## src/rtl/timer_scheduler.sv

```systemverilog
// timer_scheduler
// Shares one countdown timer between NUM_REQ requesters using round-robin
// arbitration. The scheduler grants one requester at a time. It loads the
// timer with that requester's delay, runs the timer down to zero, and then
// returns a one-cycle done pulse to the owner.
//
// Ports
//   clk, reset          rising-edge clock, synchronous active-high reset
//   req                 per-requester request level
//   req_ms              packed delays, requester i uses [i*W +: W]
//   grant               one-hot owner of the timer (LOAD/RUN)
//   done                one-hot, one-cycle expiry pulse to the owner
//   busy                high while not IDLE
//   timer_stop          parks/loads the timer (loads timer_start_value)
//   timer_enable        lets the timer count
//   timer_start_value   latched delay of the current owner
//   timer_value         current count from the timer
module timer_scheduler #(
   parameter int NUM_REQ = 4,
   parameter int MAX_MS  = 16
) (
   input  logic                                clk,
   input  logic                                reset,
   input  logic [NUM_REQ-1:0]                  req,
   input  logic [NUM_REQ*$clog2(MAX_MS)-1:0]   req_ms,
   output logic [NUM_REQ-1:0]                  grant,
   output logic [NUM_REQ-1:0]                  done,
   output logic                                busy,
   output logic                                timer_stop,
   output logic                                timer_enable,
   output logic [$clog2(MAX_MS)-1:0]           timer_start_value,
   input  logic [$clog2(MAX_MS)-1:0]           timer_value
);

   localparam int W  = $clog2(MAX_MS);
   localparam int PW = $clog2(NUM_REQ);
   localparam int IW = PW + 1;

   typedef enum logic [1:0] {
      S_IDLE,
      S_LOAD,
      S_RUN,
      S_DONE
   } state_t;

   state_t          state_q, state_d;
   logic [PW-1:0]   owner_q, owner_d;
   logic [PW-1:0]   rr_ptr_q, rr_ptr_d;
   logic [W-1:0]    start_value_q, start_value_d;
   logic            busy_q, busy_d;

   logic            found;
   logic [PW-1:0]   pick;
   logic [IW-1:0]   cand;
   logic [PW-1:0]   next_ptr;
   logic [NUM_REQ-1:0] owner_onehot;

   // Round-robin search starting at rr_ptr_q. The wrap is done with a
   // compare-and-subtract so that NUM_REQ need not be a power of two.
   always_comb begin
      found = 1'b0;
      pick  = '0;
      cand  = '0;
      for (int unsigned i = 0; i < NUM_REQ; i++) begin
         cand = {1'b0, rr_ptr_q} + IW'(i);
         if (cand >= IW'(NUM_REQ)) begin
            cand = cand - IW'(NUM_REQ);
         end
         if (!found && req[cand[PW-1:0]]) begin
            found = 1'b1;
            pick  = cand[PW-1:0];
         end
      end
   end

   assign next_ptr = (owner_q == PW'(NUM_REQ - 1)) ? '0 : owner_q + 1'b1;

   // State register
   always_ff @(posedge clk) begin
      if (reset) begin
         state_q       <= S_IDLE;
         owner_q       <= '0;
         rr_ptr_q      <= '0;
         start_value_q <= '0;
         busy_q        <= 1'b0;
      end else begin
         state_q       <= state_d;
         owner_q       <= owner_d;
         rr_ptr_q      <= rr_ptr_d;
         start_value_q <= start_value_d;
         busy_q        <= busy_d;
      end
   end

   // Next-state logic. A request dropped by the owner in LOAD/RUN wins
   // over a simultaneous timer expiry, so no done is issued.
   always_comb begin
      state_d       = state_q;
      owner_d       = owner_q;
      rr_ptr_d      = rr_ptr_q;
      start_value_d = start_value_q;
      unique case (state_q)
         S_IDLE: begin
            if (found) begin
               state_d       = S_LOAD;
               owner_d       = pick;
               start_value_d = req_ms[pick*W +: W];
            end
         end
         S_LOAD: begin
            if (!req[owner_q]) begin
               state_d  = S_IDLE;
               rr_ptr_d = next_ptr;
            end else begin
               state_d = S_RUN;
            end
         end
         S_RUN: begin
            if (!req[owner_q]) begin
               state_d  = S_IDLE;
               rr_ptr_d = next_ptr;
            end else if (timer_value == '0) begin
               state_d = S_DONE;
            end
         end
         S_DONE: begin
            state_d  = S_IDLE;
            rr_ptr_d = next_ptr;
         end
         default: state_d = S_IDLE;
      endcase
      busy_d = (state_d != S_IDLE);
   end

   // Output decode, from registers only
   always_comb begin
      owner_onehot      = NUM_REQ'(1) << owner_q;
      grant             = '0;
      done              = '0;
      timer_stop        = 1'b1;
      timer_enable      = 1'b0;
      busy              = busy_q;
      timer_start_value = start_value_q;
      unique case (state_q)
         S_LOAD: grant = owner_onehot;
         S_RUN: begin
            grant        = owner_onehot;
            timer_stop   = 1'b0;
            timer_enable = 1'b1;
         end
         S_DONE: done = owner_onehot;
         default: ;
      endcase
   end

endmodule

```

## config.mk

```make
export PLATFORM = sky130hd
export DESIGN_NAME = timer_scheduler
export DESIGN_NICKNAME = d
export VERILOG_FILES = /design/src/rtl/timer_scheduler.sv
export SDC_FILE = /design/constraint.sdc
export NUM_CORES = 1
export LEC_CHECK = 0
export ABC_AREA = 1
export CAP_MARGIN = 20
export CORE_ASPECT_RATIO = 1.25
export CORE_MARGIN = 5
export CORE_UTILIZATION = 32
export CTS_CLUSTER_DIAMETER = 60
export CTS_CLUSTER_SIZE = 24
export DETAILED_ROUTE_END_ITERATION = 7
export GPL_ROUTABILITY_DRIVEN = 0
export PLACE_DENSITY = 0.58
export REMOVE_ABC_BUFFERS = 1
export SLEW_MARGIN = 20
export SYNTH_ARGS = -nofsm -noshare
export SYNTH_HDL_FRONTEND = slang
export SYNTH_SLANG_ARGS = --single-unit
```

## constraint.sdc

```tcl
create_clock -name clk -period 1.7 [get_ports clk]
set_input_delay 0.17 -clock clk [delete_from_list [all_inputs] [get_ports clk]]
set_output_delay 0.17 -clock clk [all_outputs]
set_load 0.03 [all_outputs]
```

==> flow_metrics.env, run 1 <==
export IMPL_outcome="complete, but fails checks"
export IMPL_failed_checks="setup timing"
export IMPL_ioPinCount=41
export IMPL_tightest_slew_ns=0.394
export IMPL_fp_dieH_um=76.4
export IMPL_num_antenna_cells=0
export IMPL_crit_chain="buf_6, nand2_2, nand2_2, buf_4, a31oi_1, nand3_4, a21oi_4, nand2_1, a21oi_2, nor2_1"
export IMPL_drv_slew=0
export IMPL_register_area_um2=230
export IMPL_grt_overflow_total=0
export IMPL_numCtsBuffers=3
export IMPL_synth_area_leader_cell="nand2_1"
export IMPL_firstDrtPassIters=4
export IMPL_synth_seq_area_share=0.195
export IMPL_startpoint_type="flop"
export IMPL_std_cell_rows=24
export IMPL_synth_edf_count=0
export IMPL_ys_async_sr_fraction=0
export IMPL_max_stage_delay_ns=0.37
export IMPL_slew_headroom=0.736
export IMPL_finalHoldViolCount=0
export IMPL_finish_utilization=0.540
export IMPL_worst_setup_path_end_kind="flop"
export IMPL_yosys_area_top_type_share=0.203
export IMPL_avgViaCountPerCell=4.54
export IMPL_nets=283
export IMPL_syn_avg_cell_area_um2=6.13
export IMPL_grt_max_degree=11
export IMPL_yosys_warnings=0
export IMPL_drc=0
export IMPL_switching_share=0.501
export IMPL_synth_area_leaders="nand2_1 20%, dfxtp_1 20%, ha_1 10%, inv_1 8.3%, nor2_1 7.3%"
export IMPL_grt_pass1_wl_mm=5.13
export IMPL_wl_mm=3.03
export IMPL_layout_drive_gt1_share=0.316
export IMPL_final_common_cell="nand2_1"
export IMPL_area_growth_pct=65.5
export IMPL_coreArea_um2=3450
export IMPL_fin_crit_sh=1.03
export IMPL_num_fill_cells=351
export IMPL_crit_top_cell="nand2_2"
export IMPL_cts_sinks=11
export IMPL_final_cell_mix="48 x nand2_1, 29 x clkdlybuf4s50_1, 23 x buf_4, 21 x inv_1, 21 x nor2_1"
export IMPL_seq_power_share=0.147
export IMPL_hold_path_class="input pin to flop"
export IMPL_cp_arrival_ns=1.87
export IMPL_clkLatencyLatePin_ns=0.23
export IMPL_dp_hpwl_mm=2.50
export IMPL_max_freq_ghz=0.574
export IMPL_start_util=0.326
export IMPL_clockPowerShare=0.082
export IMPL_clockBufferDepth=2
export IMPL_wl_per_cell_um=10.6
export IMPL_numPortBuffers=40
export IMPL_period_minus_slack_ns=1.74
export IMPL_worst_slack_ns=-0.0435
export IMPL_dr_first_iter_drc_count=60
export IMPL_grt_usage=0.125
export IMPL_setup_violations=6
export IMPL_critical_path_top_delay_family="compound AO/OA/AOI/OAI gates"
export IMPL_die_area_um2=4820
export IMPL_htree_levels=1
export IMPL_cp_num_buf_inv=2
export IMPL_synth_ff_type="dfxtp_1"
export IMPL_die_x_um=63.1
export IMPL_finClkSkew_ns=0.00539
export IMPL_placed_cells=278
export IMPL_cts_hold_buffers=0
export IMPL_cp_required_ns=1.83
export IMPL_combPwrFrac=0.771
export IMPL_vias=1299
export IMPL_peakVddDrop_mv=1.15
export IMPL_root_buffer="clkbuf_8"
export IMPL_multiInputGateArea_um2=880
export IMPL_rsz0062_at_grt="true"
export IMPL_postRouteAntennaNets=0
export IMPL_p_leak_nw=0.950
export IMPL_grt_pass1_vias=1249
export IMPL_critPathMaxFanout=5
export IMPL_syn_cell_area_um2=1130
export IMPL_drv_cap=0
export IMPL_switching_power_mw=1.53
export IMPL_final_cells=286
export IMPL_slowest_stage="dfxtp_4"
export IMPL_powerDensity_nw_per_um2=1640
export IMPL_ys_ff_latch=11
export IMPL_reg2reg_slack_ns=-0.04
export IMPL_critPathKind="flop to flop"
export IMPL_path_clk_slew_ns=0.05
export IMPL_cts_tree="yes"
export IMPL_intPower_mw=1.53
export IMPL_synth_cells=184
export IMPL_grt_antenna_before_repair=0
export IMPL_synth_cell_types=27
[sequential cells by signal, summed over array words and instances, names as in the netlist]
signal and flops:
timer_start_value 4, state_q 2, busy 1, rr_ptr_q 2, owner_q 2
[Yosys cell counts (all sizes together) (9+ instances only)]
master / number
nor2: 26
dfxtp: 11
nand2: 71
nand3: 11
inv: 27
o21ai: 9
ha: 9
a21oi: 10
[worst min-delay path: stages]
cell             delay, ns
clkdlybuf4s50_1       0.41
a21oi_2               0.12
nor2_1                0.04
[repair_timing]
item | CTS | global route
endpoints found under the hold margin | 0 | 0
gates resized for setup | 24 | 23
pin swaps | 11 | 14
buffers inserted | 3 | 1
cloned | 0 | 0
setup endpoints to repair | 13 | 13
[cells by family after synthesis]
group                      share of synthesized area
AOI/OAI and AO/OA                              0.123
and+or+nand+nor                                0.471
buffers and inverters                          0.111
DFF                                            0.195
adders and majority gates                     0.0999
[metrics by stage]
step           setup slack, ns  setup TNS, ns  cell area [um2]  power, mW  hold slack (ns)
6_report               -0.0435         -0.155             1870       3.06            0.552
5_1_grt                 -0.188          -1.08             1870       3.35            0.580
4_1_cts                -0.0121        -0.0121             1780       2.85            0.538
3_5_place_dp            -0.268          -1.75             1680       2.45            0.572
3_3_place_gp            -0.276          -1.76             1680       2.46            0.566
2_1_floorplan          -0.0601         -0.213             1110       1.79            0.239
[power groups by stage]
stage | clock, mW | sequential [mW] | combinational [mW]
3_3_place_gp | 0 | 0.433 | 2.03
6_report | 0.252 | 0.450 | 2.36
5_1_grt | 0.277 | 0.466 | 2.61
3_5_place_dp | 0 | 0.431 | 2.02
2_1_floorplan | 0 | 0.513 | 1.28
4_1_cts | 0.261 | 0.441 | 2.15
[area by class of cell]
cell class                      instances  area share
Multi-Input combinational cell        143       0.471
Timing Repair Buffer                   61       0.293
Sequential cell                        11       0.123
Inverter                               28      0.0617
Tap cell                               39      0.0262
Clock buffer                            4      0.0241
[final timing paths]
path / startpoint / cells past startpoint / endpoint
setup / recovery: rr_ptr_q[0] / 10 / timer_start_value[2]
hold / removal: req_ms[1] / 3 / timer_start_value[1]
setup reg to reg: rr_ptr_q[0] / 10 / timer_start_value[2]
hold reg to reg: timer_start_value[2] / 4 / timer_start_value[2]
[routing by layer]
layer,vias to the layer above,track usage,share of wire
met2,23,0.237,0.54
li1,695,-,-
met4,0,0.0510,0.0069
met3,2,0.0118,0.032
met5,-,0,0
met1,579,0.138,0.42
No activity file was read; power rests on OpenSTA's default activity.
==> inputs of run 2 (changes only) <==
--- a/config.mk
+++ b/config.mk
@@ -13,7 +13,6 @@
 export CTS_CLUSTER_DIAMETER = 60
 export CTS_CLUSTER_SIZE = 24
 export DETAILED_ROUTE_END_ITERATION = 7
-export GPL_ROUTABILITY_DRIVEN = 0
 export PLACE_DENSITY = 0.58
 export REMOVE_ABC_BUFFERS = 1
 export SLEW_MARGIN = 20
==> results of run 2 <==
Final layout, timing and power as in run 1 (identical DEF).
==> inputs of run 3 (changes only) <==
--- a/config.mk
+++ b/config.mk
@@ -13,6 +13,7 @@
 export CTS_CLUSTER_DIAMETER = 60
 export CTS_CLUSTER_SIZE = 24
 export DETAILED_ROUTE_END_ITERATION = 7
+export MAX_ROUTING_LAYER = met4
 export PLACE_DENSITY = 0.58
 export REMOVE_ABC_BUFFERS = 1
 export SLEW_MARGIN = 20
==> flow_metrics.env, run 3 (same netlist as run 1, synthesis figures left out) <==
export IMPL_nets=283
export IMPL_clockBufferDepth=2
export IMPL_crit_top_cell="nand2_1"
export IMPL_finClkSkew_ns=0.00525
export IMPL_reg2regPathDepth=15
export IMPL_coreArea_um2=3450
export IMPL_peakVddDrop_mv=1.15
export IMPL_dp_hpwl_mm=2.50
export IMPL_start_util=0.326
export IMPL_fp_dieH_um=76.4
export IMPL_finalHoldViolCount=0
export IMPL_std_cell_rows=24
export IMPL_vias=1295
export IMPL_holdPathStages=3
export IMPL_grt_overflow_total=0
export IMPL_hold_path_end="timer_start_value[1]"
export IMPL_numPortBuffers=40
export IMPL_slew_headroom=0.737
export IMPL_combPwrFrac=0.771
export IMPL_switching_share=0.501
export IMPL_worst_slack_ns=-0.0457
export IMPL_dr_first_iter_drc_count=57
export IMPL_hold_start="req_ms[1]"
export IMPL_area_growth_pct=65.5
export IMPL_critPathKind="flop to flop"
export IMPL_num_fill_cells=351
export IMPL_numCtsBuffers=3
export IMPL_multiInputGateArea_um2=880
export IMPL_failed_checks="setup timing"
export IMPL_grt_antenna_before_repair=0
export IMPL_cts_sinks=11
export IMPL_final_common_cell="nand2_1"
export IMPL_cts_tree="yes"
export IMPL_wl_mm=3.04
export IMPL_drv_slew=0
export IMPL_die_x_um=63.1
export IMPL_reg2reg_slack_ns=-0.05
export IMPL_clkLatencyLatePin_ns=0.23
export IMPL_register_area_um2=230
export IMPL_drc=0
export IMPL_setup_violations=6
export IMPL_switching_power_mw=1.53
export IMPL_max_stage_delay_ns=0.39
export IMPL_htree_levels=1
export IMPL_cp_required_ns=1.80
export IMPL_critPathMaxFanout=5
export IMPL_layout_drive_gt1_share=0.316
export IMPL_tightest_slew_ns=0.393
export IMPL_drv_cap=0
export IMPL_postRouteAntennaNets=0
export IMPL_slowest_stage="dfxtp_4"
export IMPL_powerDensity_nw_per_um2=1640
export IMPL_ioPinCount=41
export IMPL_fin_crit_sh=1.03
export IMPL_seq_power_share=0.147
export IMPL_outcome="complete, but fails checks"
export IMPL_path_clk_slew_ns=0.05
export IMPL_grt_pass1_vias=1251
export IMPL_clockPowerShare=0.082
export IMPL_num_antenna_cells=0
export IMPL_power_total_mw=3.06
export IMPL_wl_per_cell_um=10.6
export IMPL_p_leak_nw=0.950
export IMPL_root_buffer="clkbuf_8"
export IMPL_grt_usage=0.129
export IMPL_r2r_start="rr_ptr_q[0]"
export IMPL_max_freq_ghz=0.573
export IMPL_place_gp_congestion=0.765
export IMPL_die_area_um2=4820
export IMPL_avgViaCountPerCell=4.53
export IMPL_grt_pass1_wl_mm=5.13
export IMPL_intPower_mw=1.53
export IMPL_tns_ns=-0.158
export IMPL_hold_path_class="input pin to flop"
export IMPL_crit_chain="buf_6, nand2_1, nand2_2, nand2_1, nand2_2, nor2_1, nor2_2, nand2_4, buf_4, nand3_1, nand2_1, nand2_1, nand2_1, nor2_1, nor2_1"
export IMPL_startpoint_type="flop"
export IMPL_cp_arrival_ns=1.85
export IMPL_firstDrtPassIters=4
export IMPL_period_minus_slack_ns=1.75
export IMPL_rsz0062_at_grt="true"
export IMPL_largest_register_ffs=4
export IMPL_grt_max_degree=11
export IMPL_rr_endpoint="timer_start_value[0]"
export IMPL_final_cell_mix="48 x nand2_1, 29 x clkdlybuf4s50_1, 23 x buf_4, 21 x inv_1, 21 x nor2_1"
export IMPL_worst_setup_path_end_kind="flop"
## run 3: cell counts in the layout (fill, tap and decap cells not counted)
Identical to the previous run, type by type.
## run 3: metal layers
metal	track usage	vias to the layer above	share of wire	routed length, um
met5	-	-	0	0
met4	0.0510	0	0.0069	21
met3	0.00885	2	0.030	90
met2	0.237	23	0.54	1640
met1	0.141	574	0.42	1290
li1	-	696	-	-
## run 3: repair_timing
action / 4_1_cts / 5_1_grt
pin swaps: 11 / 14
buffers inserted: 3 / 1
gates resized for setup: 24 / 23
hold buffers: 0 / 0
endpoints found under the setup margin: 13 / 13
## run 3: stage by stage
step,setup slack [ns],hold WS (ns),cells,utilization,cell area (um2)
after CTS,-0.0121,0.538,285,0.516,1780
final,-0.0457,0.552,286,0.540,1870
after detailed placement,-0.268,0.572,278,0.486,1680
after global placement,-0.276,0.566,278,0.486,1680
after global routing,-0.188,0.580,286,0.540,1870
after floorplan,-0.0601,0.239,182,-,1110
## run 3: critical path: cells and delay by family (launching register included)
family / cells / cell delay, ns
buffers and inverters: 2 / 0.28
flip-flops: 1 / 0.39
AND/OR/NAND/NOR: 13 / 0.95
## run 3: cell type report
type | instances | area share
timing repair buffer | 61 | 0.293
tap | 39 | 0.0262
inverter | 28 | 0.0617
clock buffer | 4 | 0.0241
sequential | 11 | 0.123
multi-input combinational | 143 | 0.471
## run 3: worst max-delay path by stage
| stage | startpoint | to | slack, ns | cells after the start |
|---|---|---|---|---|
| floorplan | rr_ptr_q[0] | timer_start_value[3] | -0.06 | 15 |
| global placement | req[1] | timer_start_value[0] | -0.28 | 15 |
| detailed placement | req[1] | timer_start_value[0] | -0.27 | 15 |
| CTS | rr_ptr_q[0] | timer_start_value[0] | -0.01 | 15 |
| global route | rr_ptr_q[0] | timer_start_value[0] | -0.19 | 14 |
| finish | rr_ptr_q[0] | timer_start_value[0] | -0.05 | 15 |
## run 3: power by group through the flow
stage	clock network [mW]	registers (mW)	logic, mW
detailed placement	0	0.431	2.02
global route	0.277	0.466	2.61
finish	0.252	0.451	2.36
global placement	0	0.433	2.03
floorplan	0	0.513	1.28
CTS	0.261	0.441	2.15
